## src/rtl/seg_pkg.sv

```systemverilog
// seg_pkg: shared types and segment patterns for the seven-segment display blocks.
// Patterns are active-low, bit order gfedcba.
package seg_pkg;
   typedef logic [3:0] bcd_t;
   localparam logic [6:0] SEG_BLANK = 7'b1111111;
   localparam logic [6:0] SEG_DASH  = 7'b0111111;
   localparam logic [9:0][6:0] DIGIT_TABLE = {
      7'b0010000, 7'b0000000, 7'b1111000, 7'b0000010, 7'b0010010,
      7'b0011001, 7'b0110000, 7'b0100100, 7'b1111001, 7'b1000000
   };
endpackage

```

## src/rtl/bcd_to_seg.sv

```systemverilog
// bcd_to_seg: combinational BCD to active-low seven-segment decoder.
// Non-decimal codes show a dash so bad data is visible rather than misleading.
module bcd_to_seg
   import seg_pkg::*;
(
   input  bcd_t       bcd_i,
   output logic [6:0] seg_o
);
   assign seg_o = (bcd_i > 4'd9) ? SEG_DASH : DIGIT_TABLE[bcd_i];
endmodule

```

## src/rtl/seg_scan_driver.sv

```systemverilog
// seg_scan_driver: scans four BCD digits onto a common-anode display.
// Digits are snapshotted once per frame; each slot opens with blanking; optional blink.
module seg_scan_driver
   import seg_pkg::*;
#(
   parameter int DIGIT_TICKS  = 100000,
   parameter int BLANK_TICKS  = 1000,
   parameter int BLINK_FRAMES = 125
) (
   input  logic       clk,
   input  logic       reset,
   input  bcd_t       bin0,
   input  bcd_t       bin1,
   input  bcd_t       bin2,
   input  bcd_t       bin3,
   input  logic       blink,
   output logic [6:0] seg,
   output logic [3:0] AN,
   output logic       frame
);
   localparam int CW = $clog2(DIGIT_TICKS);
   localparam int FW = (BLINK_FRAMES > 1) ? $clog2(BLINK_FRAMES) : 1;
   localparam logic [CW-1:0] CNT_MAX   = CW'(DIGIT_TICKS - 1);
   localparam logic [CW-1:0] BLANK_END = CW'(BLANK_TICKS);
   localparam logic [FW-1:0] FC_MAX    = FW'(BLINK_FRAMES - 1);

   logic [CW-1:0] cnt_q, cnt_d;
   logic [1:0]    idx_q, idx_d;
   bcd_t [3:0]    shadow_q, shadow_d;
   logic [FW-1:0] frame_cnt_q, frame_cnt_d;
   logic          vis_q, vis_d;
   logic [6:0]    seg_q, seg_d, dec_seg;
   logic [3:0]    an_q, an_d;
   logic          frame_q, frame_d;
   logic          last, wrap, fc_wrap, blank_d;

   bcd_to_seg u_dec (
      .bcd_i (shadow_d[idx_d]),
      .seg_o (dec_seg)
   );

   // outputs are decoded from next-state so they line up with the state they describe
   always_comb begin
      last        = cnt_q == CNT_MAX;
      wrap        = last && idx_q == 2'd3;
      fc_wrap     = frame_cnt_q == FC_MAX;
      cnt_d       = last ? '0 : cnt_q + 1'b1;
      idx_d       = last ? idx_q + 2'd1 : idx_q;
      shadow_d    = wrap ? {bin3, bin2, bin1, bin0} : shadow_q;
      frame_d     = wrap;
      frame_cnt_d = !blink ? '0 : wrap ? (fc_wrap ? '0 : frame_cnt_q + 1'b1) : frame_cnt_q;
      vis_d       = !blink ? 1'b1 : (wrap && fc_wrap) ? !vis_q : vis_q;
      blank_d     = cnt_d < BLANK_END || !vis_d;
      an_d        = blank_d ? 4'b1111 : ~(4'b0001 << idx_d);
      seg_d       = blank_d ? SEG_BLANK : dec_seg;
   end

   always_ff @(posedge clk or negedge reset) begin
      if (!reset) begin
         cnt_q       <= '0;
         idx_q       <= '0;
         shadow_q    <= '0;
         frame_cnt_q <= '0;
         vis_q       <= 1'b1;
         seg_q       <= SEG_BLANK;
         an_q        <= 4'b1111;
         frame_q     <= 1'b0;
      end else begin
         cnt_q       <= cnt_d;
         idx_q       <= idx_d;
         shadow_q    <= shadow_d;
         frame_cnt_q <= frame_cnt_d;
         vis_q       <= vis_d;
         seg_q       <= seg_d;
         an_q        <= an_d;
         frame_q     <= frame_d;
      end
   end

   assign seg   = seg_q;
   assign AN    = an_q;
   assign frame = frame_q;
endmodule

```

## config.mk

```make
export PLATFORM = sky130hd
export DESIGN_NAME = seg_scan_driver
export DESIGN_NICKNAME = d
export VERILOG_FILES = /design/src/rtl/seg_pkg.sv /design/src/rtl/bcd_to_seg.sv /design/src/rtl/seg_scan_driver.sv
export SDC_FILE = /design/constraint.sdc
export NUM_CORES = 1
export LEC_CHECK = 0
export CORE_MARGIN = 1
export CORE_UTILIZATION = 40
export DETAILED_ROUTE_END_ITERATION = 7
export DONT_BUFFER_PORTS = 1
export GPL_ROUTABILITY_DRIVEN = 0
export PLACE_DENSITY = 0.57
export SLEW_MARGIN = 30
export SYNTH_ARGS = -nofsm -noshare
export SYNTH_HDL_FRONTEND = slang
export SYNTH_SLANG_ARGS = --single-unit
```

## constraint.sdc

```tcl
create_clock -name clk -period 3.11 [get_ports clk]
set_input_delay 0.4665 -clock clk [delete_from_list [all_inputs] [get_ports clk]]
set_output_delay 0.4665 -clock clk [all_outputs]
set_load 0.05 [all_outputs]
```

* Word level (Yosys, flattened, before mapping)
Memory sizes are Yosys's and may differ from the RTL's.
Cells that the tools add are included.
** Operators by class
- Add/sub/neg operators :: 3
- Order comparisons :: 4
- Equality and inequality tests :: 4
- Shift-type cells :: 1
- Muxes and demuxes :: 14
- Bitwise gates (word level) :: 1
- Reduce and logical (&&, ||, !) cells :: 5
** Operators by type and width (number)
- 2-to-1 mux 7 bit :: 6
- adder 17 x 1 -> 17 bit, second input constant :: 1
- equality test 17 bit, second input constant :: 1
- less-than comparator 17 x 10 -> 1 bit, second input constant :: 1
- 2-to-1 mux 17 bit :: 1
- 2-to-1 mux 16 bit :: 1
- binary-select mux 4 bit (select 2 bit) :: 1
- 2-to-1 mux 4 bit :: 2
- adder 7 x 1 -> 7 bit, second input constant :: 1
- equality test 7 bit, second input constant :: 1
- less-than comparator 4 x 5 -> 1 bit, second input constant :: 1
- greater-than comparator 4 bit, second input constant :: 1
- NOT 4 bit :: 1
- left shift 1 x 2 -> 4 bit, first input constant :: 1
- less-than comparator 2 x 3 -> 1 bit, second input constant :: 1
- adder 2 x 1 -> 2 bit, second input constant :: 1
- equality test 2 bit, second input constant :: 1
- logical AND 1 bit :: 2
- logical NOT 1 bit :: 2
- 2-to-1 mux 1 bit :: 2
- 2-to-1 mux 2 bit :: 1
- inequality test 2 x 1 -> 1 bit, second input constant :: 1
- logical OR 1 bit :: 1
** Word-level totals
- Bits in registers :: 55
- ROM bits :: 112
- Word-level logic and storage cells :: 44
- Memories kept :: 1
** Memories
- (no name shown) :: depth 16, bits a word 7, read ports 1, clocked after Yosys merged registers in 0, wr ports 0, RTL line bcd_to_seg.sv:9 : assign seg_o = (bcd_i > 4'd9) ? SEG_DASH : DIGIT_TABLE[bcd_i];

* Depth between registers and ports, before layout
- Word-level depth :: 9
- Mapped depth :: 14

* Hierarchy
Synthesis repeated with hierarchy kept, for this count alone.
** Unflattened totals
- Cells, all modules :: 262
- Area, all modules :: 2915.3 µm²
** Modules (own cells, without submodules)
- seg_scan_driver :: times used 1, cells each 236, area each 2696.3 µm², seq. area each 1391.3 µm²
- bcd_to_seg :: times used 1, cells each 26, area each 219.0 µm², seq. area each 0.0 µm²

* Worst setup path before layout
Ideal clock, no wire load.
- Path type :: reg2reg
- Start point :: register cnt_q[6]
- End point :: register seg_q[5] (netlist: seg[5])
- Library setup time :: 59 ps
- Data arrival time :: 3390 ps
- Slack :: -339 ps
- Stages on the path, launching flop included :: 15
- Buffers on the path :: 3
- Clock period less this slack :: 3449 ps
- Cells stage by stage :: dfrtp_1 -> buf_2 -> or4bb_4 -> nor4_4 -> nand2_4 -> buf_6 -> clkbuf_1 -> mux2_2 -> mux2i_1 -> mux2i_1 -> inv_1 -> ha_1 -> o211ai_1 -> a21oi_4 -> a21bo_1
** RTL lines
- start, declared :: RTL line seg_scan_driver.sv:27 : logic [CW-1:0] cnt_q, cnt_d;
- start signal, assigned :: RTL line seg_scan_driver.sv:69 : cnt_q <= cnt_d;
- end signal, assigned :: RTL line seg_scan_driver.sv:74 : seg_q <= seg_d;
- end, declared :: RTL line seg_scan_driver.sv:32 : logic [6:0] seg_q, seg_d, dec_seg;

* Worst setup path in the final report
- Start point :: register cnt_q[6]
- End point :: register seg_q[5] (netlist: seg[5])
** On the way
- Elaborated cells on any way between the ends :: 19
** RTL lines
- equality test 17 bit (*) :: RTL line seg_scan_driver.sv:44 : last = cnt_q == CNT_MAX;
- 2-to-1 mux 2 bit (*) :: RTL line seg_scan_driver.sv:48 : idx_d = last ? idx_q + 2'd1 : idx_q;
- named net idx_d[1] :: RTL line seg_scan_driver.sv:28 : logic [1:0] idx_q, idx_d;
- binary-select mux 4 bit (select 2 bit) (*) :: RTL line seg_scan_driver.sv:38 : .bcd_i (shadow_d[idx_d]),
- 2-to-1 mux 4 bit (implied by the code) (*) :: RTL line seg_scan_driver.sv:38
- memory read (16 x 7 bit)
- 2-to-1 mux 7 bit (implied by the code) :: RTL line bcd_to_seg.sv:9
- 2-to-1 mux 7 bit (*) :: RTL line bcd_to_seg.sv:9
- 2-to-1 mux 7 bit (*) :: RTL line seg_scan_driver.sv:55 : seg_d = blank_d ? SEG_BLANK : dec_seg;
- named net seg_d[5] :: RTL line seg_scan_driver.sv:32
The timed path passes the listed nets; every way through them passes the cells marked *. The select of a mux whose other input is x is not followed.
A chain may end at the register's enable or synchronous reset.

==> results list <==
- Cell mode on critical path: sky130_fd_sc_hd__mux2i_1
- The first detailed-routing pass ran for 4 iterations.
- Multiplexer fraction of the synthesized cell area: 10.51%
* Relative contribution of the clock network to total power: 38.7%
- Clock sink count: 55
- Across the run, the number of max-cap violations was 0.
- Of the total synthesized cell area, the portion taken by AND, OR, NAND and NOR gates is 17.25%.
- Setup repair after global routing could not meet its margin everywhere.
- Number of standard-cell rows in the floorplan: 30
- Final Skew: 0.006203 ns
- Measured along the y axis, the die boundary spans 85.99 um.
- Via count: 1984
- Max Fclk: 319.8 MHz
- Of the total synthesized cell area, the portion taken by XOR and XNOR cells is 5.898%.
* Port Buffers: 0
- For the worst-skew pair, the clock arrives at the later sink with an insertion delay of 0.32 ns.
* Post-DR vias/cell: 5.074
* Slack of the worst reg-to-reg path: -0.02 ns
* Kind of end point of the critical path: flip-flop
* Post-Syn Nets: 287
- First-pass GRT wire length: 9.604 mm
- Share of power burned in combinational logic: 5.3%
- Antenna violations before repair: 0
- After detailed routing, the number of remaining DRC violations is 0.
- Setup total negative slack on the finished layout was measured at -0.01672 ns.
- In the final layout, the share of cells above drive strength 1 is 30.85%.
* Endpoints failing setup: 1
- Boundary pin count: 31
* Number of buffers and inverters on the critical path: 2
- Setup slack on the critical path of the routed design comes to -0.01672 ns.
- In this run the number of H-tree levels came out at 2.
- Number of max-slew violations in the final report: 0
- Relative area change from synthesis to final layout: 19.69%
* Ranking of synthesized cells by instance count: sky130_fd_sc_hd__dfrtp_1 (43), sky130_fd_sc_hd__nand2_1 (20), sky130_fd_sc_hd__mux2_2 (17)
* Static leakage power: 0.001441 uW
* Worst Path Class, Setup: flip-flop to flip-flop
* Design Power: 1297 uW
* Number of buffers inserted during clock tree synthesis: 5
* Final net count: 322
* Via count of the first global-routing pass: 1966
- Data on the critical path is required at its endpoint by 3.37 ns.
* Async set-reset flop share out of synthesis: 100.0%
* Power density over cell area: 384.2 mW/mm^2
* Die area: 0.007393 mm^2
* Total congestion overflow: 0
- Internal power comes to 1002 uW.
- In this run, the number of DRC markers left after iteration 0 of detailed routing was 84.
- After synthesis the cells add up to 0.002821 mm^2.
- Violations in the final reports: setup timing
- Along the worst path, the maximum fanout reaches 6.
* Flip-flop cell with the highest count after synthesis: sky130_fd_sc_hd__dfrtp_1
- At the pin with the least slew margin, the transition time is 0.4427 ns.
* Yosys warns: 0
* Main combinational cell family by area after synthesis: simple AND/OR/NAND/NOR gates
* Category of cells accounting for the largest share of critical-path delay: simple AND/OR/NAND/NOR gates
* Switching part of the total power: 22.76%
- Total net switching power: 295.2 uW
- In this run, synthesis produced a sequential element count of 55.
- TritonCTS built the clock tree.
- The signal on the critical path passes through or4bb_4, or4_4, mux2i_4, inv_4, mux2i_1, mux2i_1, buf_4, ha_4, o211ai_1, a21oi_4, a21bo_1.
* Adder-cell share of the synthesized area: 3.991%
- Clock-pin slew was measured on the worst setup and hold paths at 0.11 ns.
* Cell with the most instances after synthesis: sky130_fd_sc_hd__dfrtp_1
- Dpl hpwl: 4.111 mm
* Outcome: complete, but fails checks
* Final wirelength: 5.718 mm
- Leading post-synthesis cells by cell area: sky130_fd_sc_hd__dfrtp_1 (38%), sky130_fd_sc_hd__dfstp_2 (11%), sky130_fd_sc_hd__mux2_2 (6.8%)
* Seq pwr share: 56.0%
- Relative slew slack: 70.51%
- In this run the standard cell core region covers 0.006794 mm^2.
- Cell accounting for the most synthesized area: sky130_fd_sc_hd__dfrtp_1
- The path class of the tightest hold or removal check is input pin to flip-flop.
- After detailed routing, the average wire length per cell comes to 14.62 um.
* Horizontal die dimension: 85.99 um
- The filler cells instantiated in the layout total 603.
- At the worst endpoint, the arrival time is 3.38 ns.
- The worst setup path is launched from a flip-flop.
* Synthesized area per cell: 10.89 um^2
* Pin count of the biggest net entering global routing: 56
- Summing the sequential cell areas from Yosys gives 49.31% of the chip area.
- CP max stage cell: sky130_fd_sc_hd__or4_4
* Period minus WS final: 3.127 ns
- Initial Util: 41.53%
* Fin. Hold Viols: 0
* Stage delay of the slowest cell on the critical path: 0.59 ns
- Summed over its instances, the top area cell type makes up 38.14% of the synthesized netlist area.
- Part of the cycle the worst path needs: 100.5%
* Maximum clock path buffer count: 2
* Complex-gate fraction of the synthesized area: 9.623%
* Number of distinct library cell variants in the gate-level netlist after synthesis: 52
* Overall fraction of global-route tracks in use: 16.76%
- In the synthesized netlist, the number of instances is 259.
* Library cell used as clock root buffer: sky130_fd_sc_hd__clkbuf_8
- 0 antenna diodes ended up in the layout.
- Across the VDD grid, the largest voltage drop is 0.0002173 V.
- Number of routed nets with antenna violations: 0
- Number of enable-type register cells in the synthesized netlist: 0
[kinds of logic (layout without fill, tap and decap cells)]
logic type / after synthesis / after routing
flip-flops: 55 / 55
XOR/XNOR: 19 / 19
buffers and inverters: 23 / 59
AO/OA/AOI/OAI: 40 / 40
AND/OR/NAND/NOR: 86 / 86
multiplexers: 27 / 27
adder cells (fa/ha/maj): 9 / 9
[power by group through the flow]
stage | Clock, uW | Sequential, uW | Combinational (uW)
2_1_floorplan | 0 | 739 | 31.3
3_3_place_gp | 0 | 740 | 44.1
3_5_place_dp | 0 | 740 | 44.2
4_1_cts | 520 | 727 | 65.7
5_1_grt | 544 | 728 | 77.8
6_report | 502 | 726 | 68.8
[flip-flops by register name, indices dropped and copies added (netlist names), named ones only]
name	flops
cnt_q	17
shadow_q	12
frame_cnt_q	7
seg	7
AN	4
idx_q	2
frame	1
vis_q	1
[repair_timing]
action | 4_1_cts | 5_1_grt
hold endpoints to repair | 55 | 0
hold buffers | 2 | 0
pin swaps | 2 | 9
resized for setup | 3 | 8
endpoints found under the setup margin | 6 | 7
buffers inserted | 1 | 3
[cell usage in the layout, fill, tap and decap left out, types with 9 or more instances in the layout]
cell,netlist,layout
sky130_fd_sc_hd__nor2_1,16,15
sky130_fd_sc_hd__inv_1,13,13
sky130_fd_sc_hd__nand3_1,9,9
sky130_fd_sc_hd__mux2_2,17,16
sky130_fd_sc_hd__dfrtp_1,43,43
sky130_fd_sc_hd__buf_4,0,34
sky130_fd_sc_hd__nand2_1,20,20
sky130_fd_sc_hd__xor2_1,10,10
sky130_fd_sc_hd__dfstp_2,12,12
[area by class of cell]
cell class / count / area [um^2] / area share (%)
Clock buffer: 5 / 68.82 / 2.038
Clock inverter: 3 / 50.05 / 1.482
Inverter: 15 / 58.81 / 1.741
Multi-Input combinational cell: 181 / 1395 / 41.31
Sequential cell: 55 / 1391 / 41.20
Tap cell: 96 / 120.1 / 3.557
Timing Repair Buffer: 36 / 292.8 / 8.670
[routing by layer]
layer  share of wire, %  GRT usage (%)  vias to the layer above
met1                 48          22.49                      953
met2                 47          26.91                       36
li1                   -              -                      990
met3                4.2          4.427                        5
met4               0.86          4.394                        0
met5                  0              0                        -
[path summary, 6_finish.rpt]
path | from | to | cells after the start
min in group asynchronous | reset | cnt_q[7] | 2
max | cnt_q[6] | seg[5] | 11
min | blink | vis_q | 1
max reg2reg | cnt_q[6] | seg[5] | 11
max in group asynchronous | reset | vis_q | 2
min reg2reg | cnt_q[0] | cnt_q[0] | 1
[metrics by stage]
stage / hold WS, ns / cell area, um^2 / worst slack, ns / cells / util (%)
floorplan: 0.1709 / 2845 / -0.2046 / 259 / -
global placement: 0.1732 / 3133 / -0.02871 / 377 / 46.11
detailed placement: 0.1733 / 3133 / -0.1033 / 377 / 46.11
CTS: 0.1849 / 3312 / -0.05499 / 388 / 48.75
global route: 0.1898 / 3377 / -0.1803 / 391 / 49.71
finish: 0.1897 / 3377 / -0.01672 / 391 / 49.71
Note: power is estimated with default switching activity, not from simulation.
